[config.mk]
export PLATFORM = sky130hd
export DESIGN_NAME = pc_sequencer_flat
export DESIGN_NICKNAME = d
export VERILOG_FILES = /design/src/rtl/cpu_ctrl_pkg.sv /design/src/rtl/pc_sequencer_if.sv /design/src/rtl/stall_counter.sv /design/src/rtl/pc_sequencer.sv /design/src/flat_wrapper.sv
export SDC_FILE = /design/constraint.sdc
export NUM_CORES = 1
export LEC_CHECK = 0
export ABC_AREA = 0
export CORE_UTILIZATION = 40
export CTS_BUF_LIST = sky130_fd_sc_hd__clkbuf_16
export CTS_CLUSTER_SIZE = 16
export DETAILED_ROUTE_END_ITERATION = 12
export GPL_ROUTABILITY_DRIVEN = 0
export GPL_TIMING_DRIVEN = 0
export PLACE_DENSITY = 0.8
export SKIP_LAST_GASP = 1
export SLEW_MARGIN = 10
export SYNTH_ARGS = -nofsm -noshare
export SYNTH_HDL_FRONTEND = slang
export SYNTH_SLANG_ARGS = --single-unit
export TNS_END_PERCENT = 1
[constraint.sdc]
create_clock -name clk -period 1.9 [get_ports clk]
set_input_delay 0.38 -clock clk [delete_from_list [all_inputs] [get_ports clk]]
set_output_delay 0.38 -clock clk [all_outputs]
set_load 0.02 [all_outputs]
[src/rtl/cpu_ctrl_pkg.sv]
// cpu_ctrl_pkg: shared sequencer state encoding and default widths.
package cpu_ctrl_pkg;
    localparam int ADDR_W_DEF  = 10;
    localparam int STALL_W_DEF = 4;
    typedef enum logic [1:0] {
        RUN   = 2'd0,
        STALL = 2'd1,
        MEM   = 2'd2,
        HALT  = 2'd3
    } seq_state_e;
endpackage

[src/rtl/pc_sequencer_if.sv]
// pc_sequencer_if: decode/PC side bundle for the PC sequencer.
//   master: decode/testbench side, drives addr_ins, stall_req, stall_cycles,
//           mem_req, mem_ack, halt_ins, resume (and step with PC_SEQ_STEP_EN);
//           observes pc_hold, busy, halted.
//   slave:  the sequencer itself.
interface pc_sequencer_if import cpu_ctrl_pkg::*; #(
    parameter int ADDR_W  = ADDR_W_DEF,
    parameter int STALL_W = STALL_W_DEF
);
    logic [ADDR_W-1:0]  addr_ins;
    logic               stall_req;
    logic [STALL_W-1:0] stall_cycles;
    logic               mem_req;
    logic               mem_ack;
    logic               halt_ins;
    logic               resume;
`ifdef PC_SEQ_STEP_EN
    logic               step;
`endif
    logic               pc_hold;
    logic               busy;
    logic               halted;
    modport master (
        output addr_ins, stall_req, stall_cycles, mem_req, mem_ack, halt_ins, resume,
`ifdef PC_SEQ_STEP_EN
        output step,
`endif
        input  pc_hold, busy, halted
    );
    modport slave (
        input  addr_ins, stall_req, stall_cycles, mem_req, mem_ack, halt_ins, resume,
`ifdef PC_SEQ_STEP_EN
        input  step,
`endif
        output pc_hold, busy, halted
    );
endinterface

[src/rtl/stall_counter.sv]
// stall_counter: loadable down-counter with zero flag, falling-edge clocked.
//   clk, rst (async, active-high), load/load_val (load wins), dec (saturates at 0),
//   zero: counter value is 0.
module stall_counter #(
    parameter int W = 4
) (
    input  logic         clk,
    input  logic         rst,
    input  logic         load,
    input  logic [W-1:0] load_val,
    input  logic         dec,
    output logic         zero
);
    logic [W-1:0] cnt_q, cnt_d;
    always_comb begin
        cnt_d = load ? load_val : (dec && cnt_q != '0) ? cnt_q - W'(1) : cnt_q;
    end
    always_ff @(negedge clk or posedge rst) begin
        if (rst) cnt_q <= '0;
        else     cnt_q <= cnt_d;
    end
    assign zero = (cnt_q == '0);
endmodule

[src/rtl/pc_sequencer.sv]
// pc_sequencer: decides each falling edge whether the PC advances or holds.
//   clk, rst (async, active-high), bus (pc_sequencer_if.slave):
//   addr_ins/stall_req/stall_cycles/mem_req/mem_ack/halt_ins/resume in,
//   pc_hold (combinational), busy/halted (registered) out.
//   Optional single-step in HALT enabled by macro PC_SEQ_STEP_EN (adds bus.step).
module pc_sequencer import cpu_ctrl_pkg::*; #(
    parameter int                ADDR_W   = ADDR_W_DEF,
    parameter int                STALL_W  = STALL_W_DEF,
    parameter logic [ADDR_W-1:0] END_ADDR = {ADDR_W{1'b1}}
) (
    input logic           clk,
    input logic           rst,
    pc_sequencer_if.slave bus
);
    seq_state_e state_q, state_d;
    logic       busy_q, busy_d, halted_q, halted_d;
    logic       pc_hold, cnt_load, cnt_dec, cnt_zero, end_hit, step_go;
    assign end_hit = (bus.addr_ins == END_ADDR);
`ifdef PC_SEQ_STEP_EN
    assign step_go = bus.step;
`else
    assign step_go = 1'b0;
`endif
    // The first held edge happens in RUN, so STALL covers the remaining N-1 edges.
    stall_counter #(.W(STALL_W)) u_cnt (
        .clk      (clk),
        .rst      (rst),
        .load     (cnt_load),
        .load_val (bus.stall_cycles - STALL_W'(2)),
        .dec      (cnt_dec),
        .zero     (cnt_zero)
    );
    always_comb begin
        state_d  = state_q;
        pc_hold  = 1'b0;
        cnt_load = 1'b0;
        cnt_dec  = 1'b0;
        case (state_q)
            RUN: begin
                if (bus.halt_ins || end_hit) begin
                    pc_hold = 1'b1;
                    state_d = HALT;
                end else if (bus.mem_req) begin
                    pc_hold = !bus.mem_ack;
                    state_d = bus.mem_ack ? RUN : MEM;
                end else if (bus.stall_req && bus.stall_cycles != '0) begin
                    pc_hold  = 1'b1;
                    cnt_load = (bus.stall_cycles > STALL_W'(1));
                    state_d  = cnt_load ? STALL : RUN;
                end
            end
            STALL: begin
                pc_hold = 1'b1;
                cnt_dec = !cnt_zero;
                state_d = cnt_zero ? RUN : STALL;
            end
            MEM: begin
                pc_hold = !bus.mem_ack;
                state_d = bus.mem_ack ? RUN : MEM;
            end
            HALT: begin
                pc_hold = !bus.resume && !step_go;
                state_d = bus.resume ? RUN : HALT;
            end
            default: state_d = RUN;
        endcase
        busy_d   = (state_d != RUN);
        halted_d = (state_d == HALT);
    end
    always_ff @(negedge clk or posedge rst) begin
        if (rst) begin
            state_q  <= RUN;
            busy_q   <= 1'b0;
            halted_q <= 1'b0;
        end else begin
            state_q  <= state_d;
            busy_q   <= busy_d;
            halted_q <= halted_d;
        end
    end
    assign bus.pc_hold = pc_hold;
    assign bus.busy    = busy_q;
    assign bus.halted  = halted_q;
endmodule

[src/flat_wrapper.sv]
// flat-port wrapper written by rule: the top's interface ports become plain ports
module pc_sequencer_flat import cpu_ctrl_pkg::*;
#(
    parameter int                ADDR_W   = ADDR_W_DEF,
    parameter int                STALL_W  = STALL_W_DEF,
    parameter logic [ADDR_W-1:0] END_ADDR = {ADDR_W{1'b1}}
)
  (clk, rst, bus_addr_ins, bus_stall_req, bus_stall_cycles, bus_mem_req, bus_mem_ack, bus_halt_ins, bus_resume, bus_pc_hold, bus_busy, bus_halted);
  pc_sequencer_if #(.ADDR_W(ADDR_W), .STALL_W(STALL_W)) bus_i ();
  input logic clk;
  input logic rst;
  input wire logic [$bits(bus_i.addr_ins)-1:0] bus_addr_ins;
  input wire logic [$bits(bus_i.stall_req)-1:0] bus_stall_req;
  input wire logic [$bits(bus_i.stall_cycles)-1:0] bus_stall_cycles;
  input wire logic [$bits(bus_i.mem_req)-1:0] bus_mem_req;
  input wire logic [$bits(bus_i.mem_ack)-1:0] bus_mem_ack;
  input wire logic [$bits(bus_i.halt_ins)-1:0] bus_halt_ins;
  input wire logic [$bits(bus_i.resume)-1:0] bus_resume;
  output wire logic [$bits(bus_i.pc_hold)-1:0] bus_pc_hold;
  output wire logic [$bits(bus_i.busy)-1:0] bus_busy;
  output wire logic [$bits(bus_i.halted)-1:0] bus_halted;
  assign bus_i.addr_ins = bus_addr_ins;
  assign bus_i.stall_req = bus_stall_req;
  assign bus_i.stall_cycles = bus_stall_cycles;
  assign bus_i.mem_req = bus_mem_req;
  assign bus_i.mem_ack = bus_mem_ack;
  assign bus_i.halt_ins = bus_halt_ins;
  assign bus_i.resume = bus_resume;
  assign bus_pc_hold = bus_i.pc_hold;
  assign bus_busy = bus_i.busy;
  assign bus_halted = bus_i.halted;
  pc_sequencer #(.ADDR_W(ADDR_W), .STALL_W(STALL_W), .END_ADDR(END_ADDR)) u_core (.clk(clk), .rst(rst), .bus(bus_i));
endmodule
# After elaboration in Yosys (flattened, before gate mapping)
# Index checks and enable logic that the tools add are counted.
# word_totals
elab_cells	43
in_bits	21
regBits	8
output_inout_bits	3
# op_classes
muxes	19
n_eq_ne	5
magnitude_cmp	1
n_reduce_logical	12
n_addsub	2
# ops
op	count
10-bit == test (second input constant)	1
1-bit 2-to-1 mux	10
2-bit 2-to-1 mux	5
4-bit 2-to-1 mux	2
2-bit one-hot mux with 4 select lines	1
4-bit nonzero test	2
2-bit == test (second input constant)	3
4-bit by 1-bit greater-than comparator with 1-bit output (second input constant)	1
4-bit logical NOT	1
1-bit one-hot mux with 4 select lines	1
2-bit nonzero test	2
4-bit by 1-bit subtractor with 4-bit output (second input constant)	1
4-bit by 2-bit subtractor with 4-bit output (second input constant)	1
1-bit logical NOT	3
2-bit by 1-bit == test with 1-bit output (second input constant)	1
1-bit logical AND	2
2-bit logical NOT	1
1-bit logical OR	1

# Depth between registers and ports, before layout
# Gate-level depths: netlist (run 1).
# depth
word_depth	7
depth_mapped	6
depth_no_buf	6

# Modules after synthesis
# A second synthesis (run 1) with hierarchy kept.
# unflattened
cells_unflattened	65
area_unflattened_um2	549.3
# by_module_without_submodules
module	cells_per_inst	instances	area_each_um2	seq_area_each_um2
pc_sequencer	37	1	292.8	100.1
stall_counter	28	1	256.5	100.1

==> flow_summary.ini, run 1 <==
[global_route]
grt_pass1_wl_mm = 2.470
grt_pass1_vias = 585
grt_usage = 0.2562
grtUsageMet1 = 0.2612
grt_use_met3 = 0.05114
gr-total-overflow = 0
antenna_found_initial = 0
grt-busiest-layer = met2
grt_max_degree = 9
grt_util_met2 = 0.4315

[timing]
clock_skew_ns = 0.0009951
finalSetupTns_ns = -5.477
hold_violations = 0
max_slew_margin = 0.7098
tightest_slew_ns = 0.4307
setup_viol = 11
setup_ws_ns = -0.6037
slew_viol_final = 0
rsz0062_at_grt = true

[worst_hold_path]
hold_path_class = flip-flop to flip-flop
hold_depth = 2
min_to = u_core.u_cnt.cnt_q[1]
min_from = u_core.u_cnt.cnt_q[1]

[yosys]
synthArstFlopShare = 1.000
ys_seq_area_frac = 0.3486
synthTopCellsByCount = inv_1, dfrtn_1, nand2_1
ys.flop_type = dfrtn_1
syn_nets = 85
ys_top_cells_by_area = dfrtn_1, mux2i_1, inv_1, nand2_1, ha_1
ys_ff_latch = 8
yosysMostFrequentCell = inv_1
synth_warnings = 0
yosysUniqueCellTypes = 28
synth_top_area_share = 0.3486
syn_inst = 62
postSynthAreaPerCell_um2 = 9.263
synth_edf_count = 0
yosysTopAreaCell = dfrtn_1
synth_area_um2 = 574.3

[finish]
final_layout_size_suffix_gt1_frac = 0.2660
finalNetCount = 119
syn_to_final_growth_pct = 73.20
diodes = 0

[critical_path]
crit-reg2reg-launch = u_core.state_q[1]
critPathLaunchType = flip-flop
r2r_slack_ns = 0.18
r2r_end = u_core.u_cnt.cnt_q[3]
worstPathArrival_ns = 2.12
path_class = flip-flop to output pin
required_ns = 1.52
cp-end-kind = output pin
path_max_fanout = 4
rr_worst_depth = 6

[run_status]
violations = setup timing
outcome = finished with violations

[power]
leakagePower_nw = 0.4986
finalPower_mw = 1.424
irDropWorstVdd_v = 0.001097
powerDensity_mw_per_mm2 = 1431

[clock_tree]
clock_path_buffers = 2
hold_buffers = 0
clk_latency_ns = 0.26
cts-root-buf = clkbuf_16
clk_pin_slew_ns = 0.03
cts.sinks = 8
cts_tree = done
cts_buffers = 3
h-tree-depth = 1

[job]
maxCapViolCount = 0

[drt]
initialDrtViolationCount = 9
viasPerCell = 5.349
route.detailed.drc = 0
dr.pass1.iters = 4
wl_mm = 1.503
ant_nets = 0
vias = 583
routedWlPerCell_um = 13.79

[floorplan]
fp-row-count = 13
die-height_um = 39.89
die_x_um = 39.89
dieArea_mm2 = 0.001591
io_pins = 24
fp.coreArea_mm2 = 0.001318
start_util = 0.4359

[place]
place_hpwl_um = 946.7
portBuffers = 23
[metal layers]
metal  vias to the layer above  share of wire  routed length (um)
li1                        283              -                   -
met1                       269           0.39                 585
met2                        25           0.52                 785
met3                         6          0.044                  66
met4                         0          0.044                  66
met5                         -              0                   0
[state kept, by name, indices dropped and copies added, names as in the netlist]
name / flops
u_core.bus.halted: 1
u_core.state_q: 2
u_core.u_cnt.cnt_q: 4
u_core.bus.busy: 1
[power breakdown]
group / switching, mW / internal (mW) / leakage (nW)
registers: 0.0588 / 0.261 / 0.0958
logic: 0.363 / 0.396 / 0.366
clock network: 0.0754 / 0.271 / 0.0370
total: 0.497 / 0.927 / 0.499
[worst max-delay path by stage]
stage                              startpoint                     to  cells after the start
after detailed placement  bus_stall_cycles[1]  u_core.u_cnt.cnt_q[2]                      5
after global placement    bus_stall_cycles[1]  u_core.u_cnt.cnt_q[3]                      5
after CTS                     bus_addr_ins[5]      u_core.bus.halted                      5
final                       u_core.state_q[0]            bus_pc_hold                      3
after floorplan                   bus_mem_req  u_core.u_cnt.cnt_q[3]                      4
after global routing        u_core.state_q[1]            bus_pc_hold                      5
[metrics by stage]
stage	worst slack, ns	cells	hold WS (ns)	util	area (um2)
finish	-0.6037	109	0.5102	0.7550	994.7
global route	-0.6398	109	0.5435	0.7550	994.7
global placement	-0.9673	100	0.5043	0.6249	823.3
floorplan	-0.4008	62	0.4830	-	574.3
CTS	-0.5932	109	0.5098	0.7322	964.7
detailed placement	-0.9766	100	0.5133	0.6249	823.3
[cell families after synthesis]
group,after synthesis,synth area share
simple gates,25,0.2614
compound gates,11,0.1678
buf+inv,10,0.07843
flops,8,0.3486
mux,4,0.06972
xor+xnor,2,0.03051
fa+ha+maj,2,0.04357
[final cells by class]
| class | count | area, um2 |
|---|---|---|
| inverters | 9 | 33.78 |
| clock buffers | 3 | 75.07 |
| multi-input cells | 44 | 374.1 |
| fillers | 83 | 322.8 |
| well taps | 15 | 18.77 |
| plain buffers | 1 | 11.26 |
| flip-flops and latches | 8 | 200.2 |
| repair buffers | 29 | 281.5 |
[cell usage in the layout (no fill, tap or decap), drive strengths merged, types with 3 or more instances in the layout]
cell type and instances:
nor2 5, nand2 7, clkdlybuf4s50 8, mux2i 4, dfrtn 8, inv 9
buf 8, dlymetal6s2s 6, dlygate4sd2 8, a21oi 3, clkbuf 3
[critical path, cell delays in order, from the launching register on]
cell and delay [ns]:
dfrtn_1 0.47, a21bo_2 0.26, nand2_2 0.07, buf_6 0.11
[timing repair]
action                     4_1_cts  5_1_grt
resized for setup               20        9
setup endpoints to repair       11       11
gates cloned                     0        0
pin swaps                       10        5
setup buffers                    6        0
Note: power is estimated with default switching activity, not from simulation.
==> inputs of run 2 (changes only) <==
- CELL_PAD_IN_SITES_DETAIL_PLACEMENT: not set -> 2
- CELL_PAD_IN_SITES_GLOBAL_PLACEMENT: not set -> 2
- CORE_UTILIZATION: 40 -> 23
==> run 2 against run 1 <==
Highest routed layer unchanged. Utilization decreased by 30 points. Sequential share of layout area decreased by 0.94 points. Critical path type unchanged. Critical path depth increased by 1. Cell area increased by 4.9%. Sequential power increased by 3%. The run still ends with setup timing left. Combinational power increased by 9.4%. Final cell count increased by 17%.
==> flow_summary.ini, run 2 (same netlist as run 1, synthesis figures left out) <==
[drt]
viasPerCell = 4.734
drt-met1-wl_um = 785
routed.top_layer = met4
dr.pass1.iters = 1
route.detailed.drc = 0
initialDrtViolationCount = 0
wl_mm = 1.946
routedWlPerCell_um = 15.20
vias = 606
wl_met2_mm = 1.068
ant_nets = 0
wl_met3_um = 70

[clock_tree]
cts_tree = done
cts-root-buf = clkbuf_16
h-tree-depth = 1
clk_latency_ns = 0.26
clock_path_buffers = 2
hold_buffers = 0
clk_pin_slew_ns = 0.03
cts.sinks = 8
cts_buffers = 3

[critical_path]
cp-startpoint = u_core.state_q[1]
required_ns = 1.52
rr_worst_depth = 6
cp-endpoint = bus_pc_hold
r2r_slack_ns = 0.07
path_common_cell = buf_6
path_cells = buf_6, o41ai_2, nand2_1, buf_6
cp_top_family = flip-flops
cp-end-kind = output pin
cp.depth = 4
r2r_end = u_core.u_cnt.cnt_q[0]
path_max_fanout = 6
crit-reg2reg-launch = u_core.state_q[0]
crit_slowest_cell = dfrtn_1
critPathBufInv = 2
path_class = flip-flop to output pin
critPathLaunchType = flip-flop
worstPathArrival_ns = 2.13
max_stage_delay_ns = 0.33

[place]
portBuffers = 23
place_hpwl_mm = 1.399
place_inst = 113
detailedPlace.worstSlack_ns = -1.006

[floorplan]
fp-row-count = 17
die-height_um = 51.97
start_util = 0.2523
fp.coreArea_mm2 = 0.002276
io_pins = 24
die_x_um = 51.97
dieArea_mm2 = 0.002701

[global_route]
grt_pass1_wl_mm = 3.063
grt_max_degree = 9
grt_usage = 0.1587
antenna_found_initial = 0
gr-total-overflow = 0
grt_pass1_vias = 691

[finish]
reg_top3 = u_core.u_cnt.cnt_q x4, u_core.state_q x2
syn_to_final_growth_pct = 81.70
mostFrequentLayoutCell = dlygate4sd2_1
largest_register_ffs = 4
final_layout_size_suffix_gt1_frac = 0.3000
diodes = 0
finalNetCount = 125
final_cell_mix = dlygate4sd2_1, buf_4, inv_1, dfrtn_1
largest-register = u_core.u_cnt.cnt_q
fillCellCount = 249
instances_no_fill = 128

[timing]
hold_violations = 0
rsz0062_at_grt = true
tightest_slew_ns = 0.4374
clock_skew_ns = 0.001078
setup_ws_ns = -0.6107
setup_viol = 11
slew_viol_final = 0
max_slew_margin = 0.7053
holdWs_ns = 0.5681

[power]
finalPower_mw = 1.506
leakagePower_nw = 0.4980
irDropWorstVdd_v = 0.0007130
powerDensity_mw_per_mm2 = 1444

[job]
maxCapViolCount = 0

[run_status]
violations = setup timing
outcome = finished with violations

[worst_hold_path]
hold_path_class = flip-flop to flip-flop
min_from = u_core.u_cnt.cnt_q[1]
[run 2: worst min path at each step]
| stage | end | slack, ns | cells past startpoint |
|---|---|---|---|
| floorplan | u_core.u_cnt.cnt_q[1] | 0.48 | 2 |
| global placement | u_core.u_cnt.cnt_q[1] | 0.51 | 2 |
| detailed placement | u_core.u_cnt.cnt_q[1] | 0.56 | 2 |
| CTS | u_core.u_cnt.cnt_q[1] | 0.57 | 2 |
| global route | u_core.u_cnt.cnt_q[1] | 0.59 | 2 |
| finish | u_core.u_cnt.cnt_q[1] | 0.57 | 2 |
[run 2: layer usage]
layer | GRT usage | vias to the layer above
li1 | - | 293
met1 | 0.1809 | 291
met2 | 0.2927 | 20
met3 | 0.008772 | 2
met4 | 0.08108 | 0
met5 | 0 | -
[run 2: layout make-up]
| class | instances | area [um2] | share of cell area |
|---|---|---|---|
| buffer | 1 | 11.26 | 0.01079 |
| sequential | 8 | 200.2 | 0.1918 |
| tap | 28 | 35.03 | 0.03357 |
| multi-input combinational | 44 | 374.1 | 0.3585 |
| inverter | 9 | 33.78 | 0.03237 |
| clock buffer | 3 | 75.07 | 0.07194 |
| timing repair buffer | 35 | 314.1 | 0.3010 |
[run 2: per-stage QoR]
| stage | area, um2 | util | TNS (ns) |
|---|---|---|---|
| CTS | 1023 | 0.4497 | -5.899 |
| global placement | 839.6 | 0.3689 | -8.888 |
| global route | 1044 | 0.4585 | -6.182 |
| floorplan | 574.3 | - | -3.222 |
| finish | 1044 | 0.4585 | -5.636 |
| detailed placement | 839.6 | 0.3689 | -9.279 |
[run 2: worst min-delay path, delay by kind of cell (launching register included)]
family | cells | cell delay (ns)
and+or+nand+nor | 1 | 0.09
DFF | 1 | 0.45
AOI/OAI and AO/OA | 1 | 0.11
[run 2: timing repair]
item                                    CTS  global route
setup buffers                            10             2
cloned                                    0             0
pin swaps                                 9             4
endpoints found under the setup margin   11            11
hold endpoints to repair                  0             0
resized for setup                        28             2
[run 2: where the power goes]
part	internal, mW	switching [mW]
Clock	0.271	0.0784
Combinational	0.443	0.386
Sequential	0.260	0.0676
Total	0.974	0.532
==> inputs of run 3 (changes only) <==
- ABC_CLOCK_PERIOD_IN_PS: not set -> 1900
==> results of run 3 <==
Final layout, timing and power as in run 2 (identical DEF).
